**src/rtl/mem_port_arbiter.sv**
```systemverilog
// Arbitrates one single-port memory between instruction fetch and load/store.
// One access in flight; data returned with a one-cycle valid pulse.
module mem_port_arbiter #(
    parameter int TIMEOUT      = 16,
    parameter int MAX_D_STREAK = 4
) (
    input  logic        clk,
    input  logic        rst_ni,

    input  logic        imem_rd_en_i,
    input  logic [31:0] imem_addr_i,
    output logic [31:0] imem_data_o,
    output logic        imem_valid_o,
    output logic        imem_stall_o,

    input  logic        dmem_rd_en_i,
    input  logic        dmem_wr_en_i,
    input  logic [31:0] dmem_addr_i,
    input  logic [31:0] dmem_wdata_i,
    input  logic [1:0]  dmem_size_i,
    input  logic        dmem_sign_i,
    output logic [31:0] dmem_data_o,
    output logic        dmem_valid_o,
    output logic        dmem_stall_o,

    output logic        err_o,

    output logic        mem_req_o,
    output logic        mem_we_o,
    output logic [31:0] mem_addr_o,
    output logic [31:0] mem_wdata_o,
    output logic [1:0]  mem_size_o,
    output logic        mem_sign_o,
    input  logic [31:0] mem_rdata_i,
    input  logic        mem_ready_i,

    output logic [1:0]  dbg_state
);

    // Handshake: requesters hold a level request until their one-cycle valid;
    // the memory side holds mem_req_o with stable fields until mem_ready_i.

    localparam int SW = $clog2(MAX_D_STREAK + 1);
    localparam int WW = $clog2(TIMEOUT);
    localparam logic [SW-1:0] STREAK_MAX = SW'(MAX_D_STREAK);
    localparam logic [WW-1:0] WDOG_LAST  = WW'(TIMEOUT - 1);

    typedef enum logic [1:0] {
        IDLE = 2'd0,
        BUSY = 2'd1,
        RESP = 2'd2
    } state_t;

    state_t state_q, state_d;

    logic          d_req;
    logic          grant_d, grant_i;
    logic          done, timed_out;

    logic [SW-1:0] streak_q;
    logic [WW-1:0] wdog_q;
    logic          owner_d_q;
    logic          err_q;
    logic [31:0]   addr_q;
    logic [31:0]   wdata_q;
    logic [1:0]    size_q;
    logic          sign_q;
    logic          we_q;
    logic [31:0]   imem_data_q;
    logic [31:0]   dmem_data_q;

    assign d_req     = dmem_rd_en_i | dmem_wr_en_i;
    assign done      = (state_q == BUSY) && (mem_ready_i || (wdog_q == WDOG_LAST));
    assign timed_out = (state_q == BUSY) && !mem_ready_i && (wdog_q == WDOG_LAST);

    always_ff @(posedge clk or negedge rst_ni) begin
        if (!rst_ni) state_q <= IDLE;
        else         state_q <= state_d;
    end

    // Data wins unless fetch is waiting and data already had its full streak.
    always_comb begin
        state_d = state_q;
        grant_d = 1'b0;
        grant_i = 1'b0;
        case (state_q)
            IDLE: begin
                if (d_req && !(imem_rd_en_i && (streak_q == STREAK_MAX))) begin
                    grant_d = 1'b1;
                    state_d = BUSY;
                end else if (imem_rd_en_i) begin
                    grant_i = 1'b1;
                    state_d = BUSY;
                end
            end
            BUSY:    if (done) state_d = RESP;
            RESP:    state_d = IDLE;
            default: state_d = IDLE;
        endcase
    end

    always_ff @(posedge clk or negedge rst_ni) begin
        if (!rst_ni) begin
            streak_q    <= '0;
            wdog_q      <= '0;
            owner_d_q   <= 1'b0;
            err_q       <= 1'b0;
            addr_q      <= '0;
            wdata_q     <= '0;
            size_q      <= '0;
            sign_q      <= 1'b0;
            we_q        <= 1'b0;
            imem_data_q <= '0;
            dmem_data_q <= '0;
        end else begin
            if (grant_d) begin
                owner_d_q <= 1'b1;
                wdog_q    <= '0;
                err_q     <= 1'b0;
                addr_q    <= dmem_addr_i;
                wdata_q   <= dmem_wdata_i;
                size_q    <= dmem_size_i;
                sign_q    <= dmem_sign_i;
                we_q      <= dmem_wr_en_i;
                if (!imem_rd_en_i)                streak_q <= '0;
                else if (streak_q != STREAK_MAX)  streak_q <= streak_q + SW'(1);
            end else if (grant_i) begin
                owner_d_q <= 1'b0;
                wdog_q    <= '0;
                err_q     <= 1'b0;
                addr_q    <= imem_addr_i;
                wdata_q   <= '0;
                size_q    <= 2'b10;
                sign_q    <= 1'b0;
                we_q      <= 1'b0;
                streak_q  <= '0;
            end

            if ((state_q == BUSY) && !done) wdog_q <= wdog_q + WW'(1);
            if (timed_out)                  err_q  <= 1'b1;

            // An aborted read returns zero; stores never touch load data.
            if (done && !we_q) begin
                if (owner_d_q) dmem_data_q <= mem_ready_i ? mem_rdata_i : '0;
                else           imem_data_q <= mem_ready_i ? mem_rdata_i : '0;
            end
        end
    end

    assign imem_valid_o = (state_q == RESP) && !owner_d_q;
    assign dmem_valid_o = (state_q == RESP) &&  owner_d_q;
    assign err_o        = (state_q == RESP) &&  err_q;
    assign imem_data_o  = imem_data_q;
    assign dmem_data_o  = dmem_data_q;
    assign imem_stall_o = imem_rd_en_i & ~imem_valid_o;
    assign dmem_stall_o = d_req & ~dmem_valid_o;

    assign mem_req_o    = (state_q == BUSY);
    assign mem_we_o     = we_q;
    assign mem_addr_o   = addr_q;
    assign mem_wdata_o  = wdata_q;
    assign mem_size_o   = size_q;
    assign mem_sign_o   = sign_q;

    assign dbg_state    = state_q;

endmodule

```
**config.mk**
```make
export PLATFORM = sky130hd
export DESIGN_NAME = mem_port_arbiter
export DESIGN_NICKNAME = d
export VERILOG_FILES = /design/src/rtl/mem_port_arbiter.sv
export SDC_FILE = /design/constraint.sdc
export NUM_CORES = 1
export LEC_CHECK = 0
export ABC_AREA = 1
export BUFFER_PORTS_ARGS = -buffer_cell sky130_fd_sc_hd__buf_4
export CORE_MARGIN = 5
export CORE_UTILIZATION = 47
export DETAILED_ROUTE_END_ITERATION = 16
export MAX_ROUTING_LAYER = met4
export PLACE_DENSITY = 0.81
export SLEW_MARGIN = 20
export SYNTH_ARGS = -nofsm -noshare
export SYNTH_HDL_FRONTEND = slang
export SYNTH_SLANG_ARGS = --single-unit
```
**constraint.sdc**
```tcl
create_clock -name clk -period 1.7 [get_ports clk]
set_input_delay 0.255 -clock clk [delete_from_list [all_inputs] [get_ports clk]]
set_output_delay 0.255 -clock clk [all_outputs]
set_load 0.01 [all_outputs]
```
# Word-level counts from Yosys, hierarchy flattened
# Cells that the tools add are included.
# word_totals
ff_bits	143
in_bits	137
# classes
reduce_logical	24
bitwise	6
add_sub_neg	2
eq_ne	8
muxes	29
# ops
cell	n
$mux 32	5
$mux 3	4
$mux 4	3
$mux 1	11
$logic_and 1x1->1	10
$mux 2	5
$reduce_and 2->1	4
$ne 3x3->1 const B	2
$reduce_bool 3->1	2
$logic_not 1->1	5
$add 4x1->4 const B	1
$eq 4x4->1 const B	1
$pmux 2 s2	1
$add 3x1->3 const B	1
$eq 3x3->1 const B	1
$ne 3x2->1 const B	1
$not 1->1	3
$and 1x1->1	2
$eq 2x1->1 const B	1
$eq 2x2->1 const B	1
$logic_not 2->1	1
$ne 2x1->1 const B	1
$reduce_bool 2->1	1
$logic_or 1x1->1	1
$or 1x1->1	1

# Longest topological paths before layout
# depth
ltp_word	9
ltp_mapped	9
depth_no_buf	8

# Worst setup path after synthesis
# OpenSTA, ideal clock, no wires.
# synth_timing
path_kind	flip-flop to flip-flop
start	reg wdog_q[0]
end	reg wdog_q[2]
arrival_time_ps	1279
synth_period_minus_slack_ps	1396
t_required_ps	1583
setup_slack_ps	304
stages_incl_launch_ff	8
cell_sequence	dfrtp_1 ha_1 nand3_1 nand2_1 nor2_1 nor2_1 nand2_1 nand2_1
# synth_between
elab_chain_cells	6
# synth_lines
item	line_no	rtl
from (decl)	61	logic [WW-1:0] wdog_q;
from (signal assigned)	139	if ((state_q == BUSY) && !done) wdog_q <= wdog_q + WW'(1);
$eq 4x4->1	73	assign done = (state_q == BUSY) && (mem_ready_i || (wdog_q == WDOG_LAST));
$logic_or 1x1->1	73	
$logic_and 1x1->1	73	
$logic_not 1->1	139	
$logic_and 1x1->1	139	
$reduce_bool 3->1 (no source line) or $mux 4 (tied branches)	--	
# Parallel ways exist; a longest one is shown, timed or not.
# A chain may end at the register's enable or synchronous reset.

# Worst setup path after layout
# layout_timing
start	reg state_q[1], in the netlist dbg_state[1]
end	out mem_req_o
# layout_between
elab_chain_cells	1
# layout_lines
item	line_no	rtl
from (decl)	54	state_t state_q, state_d;
from (signal assigned)	78	else state_q <= state_d;
$eq 2x1->1	158	assign mem_req_o = (state_q == BUSY);
to (decl)	28	output logic mem_req_o,
# Every way passes these cells.

==> metrics.txt <==
final estimated routing congestion in global placement=0.8284; worst-path cell with the longest stage delay=dfrtp_2; setup repair after global routing missed its margin=no; clock insertion delay at the later pin of the skew report=~0.41 ns; sequential area share after synthesis=0.5743; ports placed on the boundary=277; nature of the critical path startpoint=register; fraction of post-synthesis cell area in the top cell type by area=0.5743; initial standard-cell utilization of the core=0.4743; storage element area=~3600 um^2; clock-pin slew on the worst setup and hold paths=0.06 ns; Max FO, Critical Path=4; number of global-route vias before repair=6,073; final standard cell count with taps included and fillers excluded=1,214; routed len/inst=approximately 15 um; TritonCTS clock tree=done; core region area=~13,000 um^2; stage delay of the slowest cell on the critical path=0.45 ns; Final HPWL DP=13,230 um; proportion of layout cells with a drive suffix above 1=0.3353; Port Buf Inserts=276; cell taking the most area after synthesis=dfrtp_1; fraction of the mapped netlist area in compound gates=0.05944; slack of the critical path=0.05885 ns; synthesized area=6231 um^2; Row Count=42; share of synthesized cell area in and, or, nand and nor gates=0.2681; share of synthesized area spent on multiplexers=0; # DRC=0; pre-CTS setup slack=0.1318 ns; adder and majority cell fraction of the synthesized area=0.006024; CTS H-Tree Depth=4; main combinational cell family by area after synthesis=simple AND/OR/NAND/NOR gates; Worst EP arrival=between 1 and 1.5 ns; setup TNS=0 ns; total via count in the routed design=around 6,000; average cell area after synthesis=8.341 um^2; First-pass DRT Iterations=6; Antenna Violating Nets Remaining=0; maximum number of pins on one net before global-route repair=53; wire length of the first global-routing pass=29,800 um; post-route cell area=9250 um^2; total detailed-routing wirelength=18,350 um; cell types with the largest area share after synthesis=dfrtp_1 57%, nand2_1 19%, inv_1 4.9%; post-detailed-route via-to-cell ratio=4.963; synthesis-to-finish area growth=48.45%; initial drt markers=350; data required time at the worst endpoint=1.44 ns; nets=1,165; Synthesized Nets=887; area of the multi-input gates=2121 um^2; worst setup path class=reg -> out; area enclosed by the die boundary=15,660 um^2; number of endpoints failing setup at the final stage=0; Top Family by Delay on Critical Path=flip-flops; remaining max-slew budget at the tightest pin=0.7001; area share of xor/xnor cells in the synthesized design=0.004217; final-report hold violation count=0; Max-Cap Viols=0; number of library cell types mapped by synthesis=24; Filler Cells Inserted=1,033; final worst path period need=1.641 ns; fraction of the cycle the final worst path needs=0.9654; instance count of the mapped netlist=about 750; post-placement cell count=roughly 1,200; largest vdd supply drop=1033 uV; number of max-slew violations in the final report=0; endpoint type of the worst setup path=output port; Fmax=609.3 MHz; root buf cell=clkbuf_16; Power Density=1852 nW/um^2; post-route core utilization=0.7041; Yosys reg bits=between 100 and 150; Synthesis Warnings=0; initial antenna violation count=0; clk sink count=~140; transition at the pin with the smallest max-transition slack=0.4498 ns; clk_skew=0.009333 ns; die height=about 130 um; sum of buffers and inverters on the critical path=4; CP cell instances=inv_1, nand2_1, buf_4, inv_1, buf_4; Hold Crit Class=in -> reg; CTS Buffer Depth=2; leakage=0.005181 uW; TritonCTS buffer count=17; Overflow after GRT=0; post-placement cell area=8587 um^2; outcome=finished, final reports clean; antenna cells=0; gr usage total=0.2426; die span in x=125.1 um
## power by group
group / internal, uW / switching, uW / total (uW)
clock network: 2440 / 1430 / 3870
logic: 3390 / 3970 / 7360
registers: 4970 / 935 / 5900
## cells in the mapped netlist, drive strengths merged
master	n
nand2	315
dfrtp	143
inv	84
o21ai	71
nand3	41
nand4	32
buf	27
clkbuf	16
nor2	10
ha	3
xor2	2
a21oi	1
o22ai	1
xnor2	1
## layer usage
| layer | wire [um] | vias to the layer above | global-route usage |
|---|---|---|---|
| met1 | 7171 | 2824 | 0.2854 |
| met2 | 9107 | 249 | 0.3885 |
| met4 | 887 | 0 | 0.1269 |
| met3 | 1186 | 63 | 0.05842 |
| met5 | 0 | - | - |
| li1 | - | 2889 | - |
## through the flow
step / total power, uW / hold slack [ns]
after global placement: 13060 / 0.2185
after detailed placement: 13260 / 0.2155
final: 17130 / 0.03469
after CTS: 17240 / 0.02005
after global routing: 18280 / 0.02695
after floorplan: 9414 / -0.04059
## logic make-up after synthesis
kind of cell	Yosys count
AOI/OAI and AO/OA	73
xor gates and xnor gates	3
adders and majority gates	3
buffers and inverters	127
DFF	143
and+or+nand+nor	398
## final cells by class
type | count | share of cell area
Tap cell | 176 | 0.02381
Clock inverter | 11 | 0.01677
Multi-Input combinational cell | 477 | 0.2293
Sequential cell | 143 | 0.3873
Inverter | 84 | 0.03409
Clock buffer | 21 | 0.05086
Timing Repair Buffer | 302 | 0.2579
## worst min-delay path: cells and delay by family
family	cells	cell delay [ns]
simple gates	2	0.09
buf+inv	1	0.07
## placed cells by master, fill, tap and decap left out, types with 2 or more instances in the layout
cell,n
nor2_1,8
dfrtp_1,140
inv_6,2
o21ai_1,23
buf_4,291
nand2_1,313
nand3_2,2
clkinv_4,2
inv_2,3
o21ai_0,47
nand2_2,2
nand4_1,32
xor2_1,2
ha_1,3
clkbuf_8,3
nand3_4,2
dfrtp_2,3
nand3_1,37
buf_12,9
bufinv_16,3
clkinvlp_4,4
clkbuf_16,17
inv_1,81
## final timing paths
path	endpoint	from	slack, ns	depth (start not counted)
setup / recovery	mem_req_o	dbg_state[1]$_DFFE_PN0P_	0.06	5
hold / removal	mem_wdata_o[10]$_DFFE_PN0P_	dmem_wdata_i[10]	0.03	3
setup reg to reg	mem_addr_o[29]$_DFFE_PN0P_	dbg_state[0]$_DFFE_PN0P_	0.16	6
hold reg to reg	mem_wdata_o[23]$_DFFE_PN0P_	mem_wdata_o[23]$_DFFE_PN0P_	0.47	2
max in group asynchronous	dbg_state[0]$_DFFE_PN0P_	rst_ni	0.78	3
min in group asynchronous	dmem_data_o[15]$_DFFE_PN0P_	rst_ni	0.34	2
## flip-flops by register name (all words and copies together), names as in the netlist
signal,flops
err_q,1
mem_wdata_o,32
mem_size_o,2
dmem_data_o,32
streak_q,3
imem_data_o,32
owner_d_q,1
mem_sign_o,1
mem_addr_o,32
dbg_state,2
mem_we_o,1
wdog_q,4
## what timing repair did
item                                    CTS  global route
pin swaps                                 0             1
hold buffers                              1             0
gates resized for setup                   5             3
endpoints found under the setup margin    2            12
endpoints found under the hold margin    42             0
setup buffers                             0             2
(Power assumes the default switching activity.)
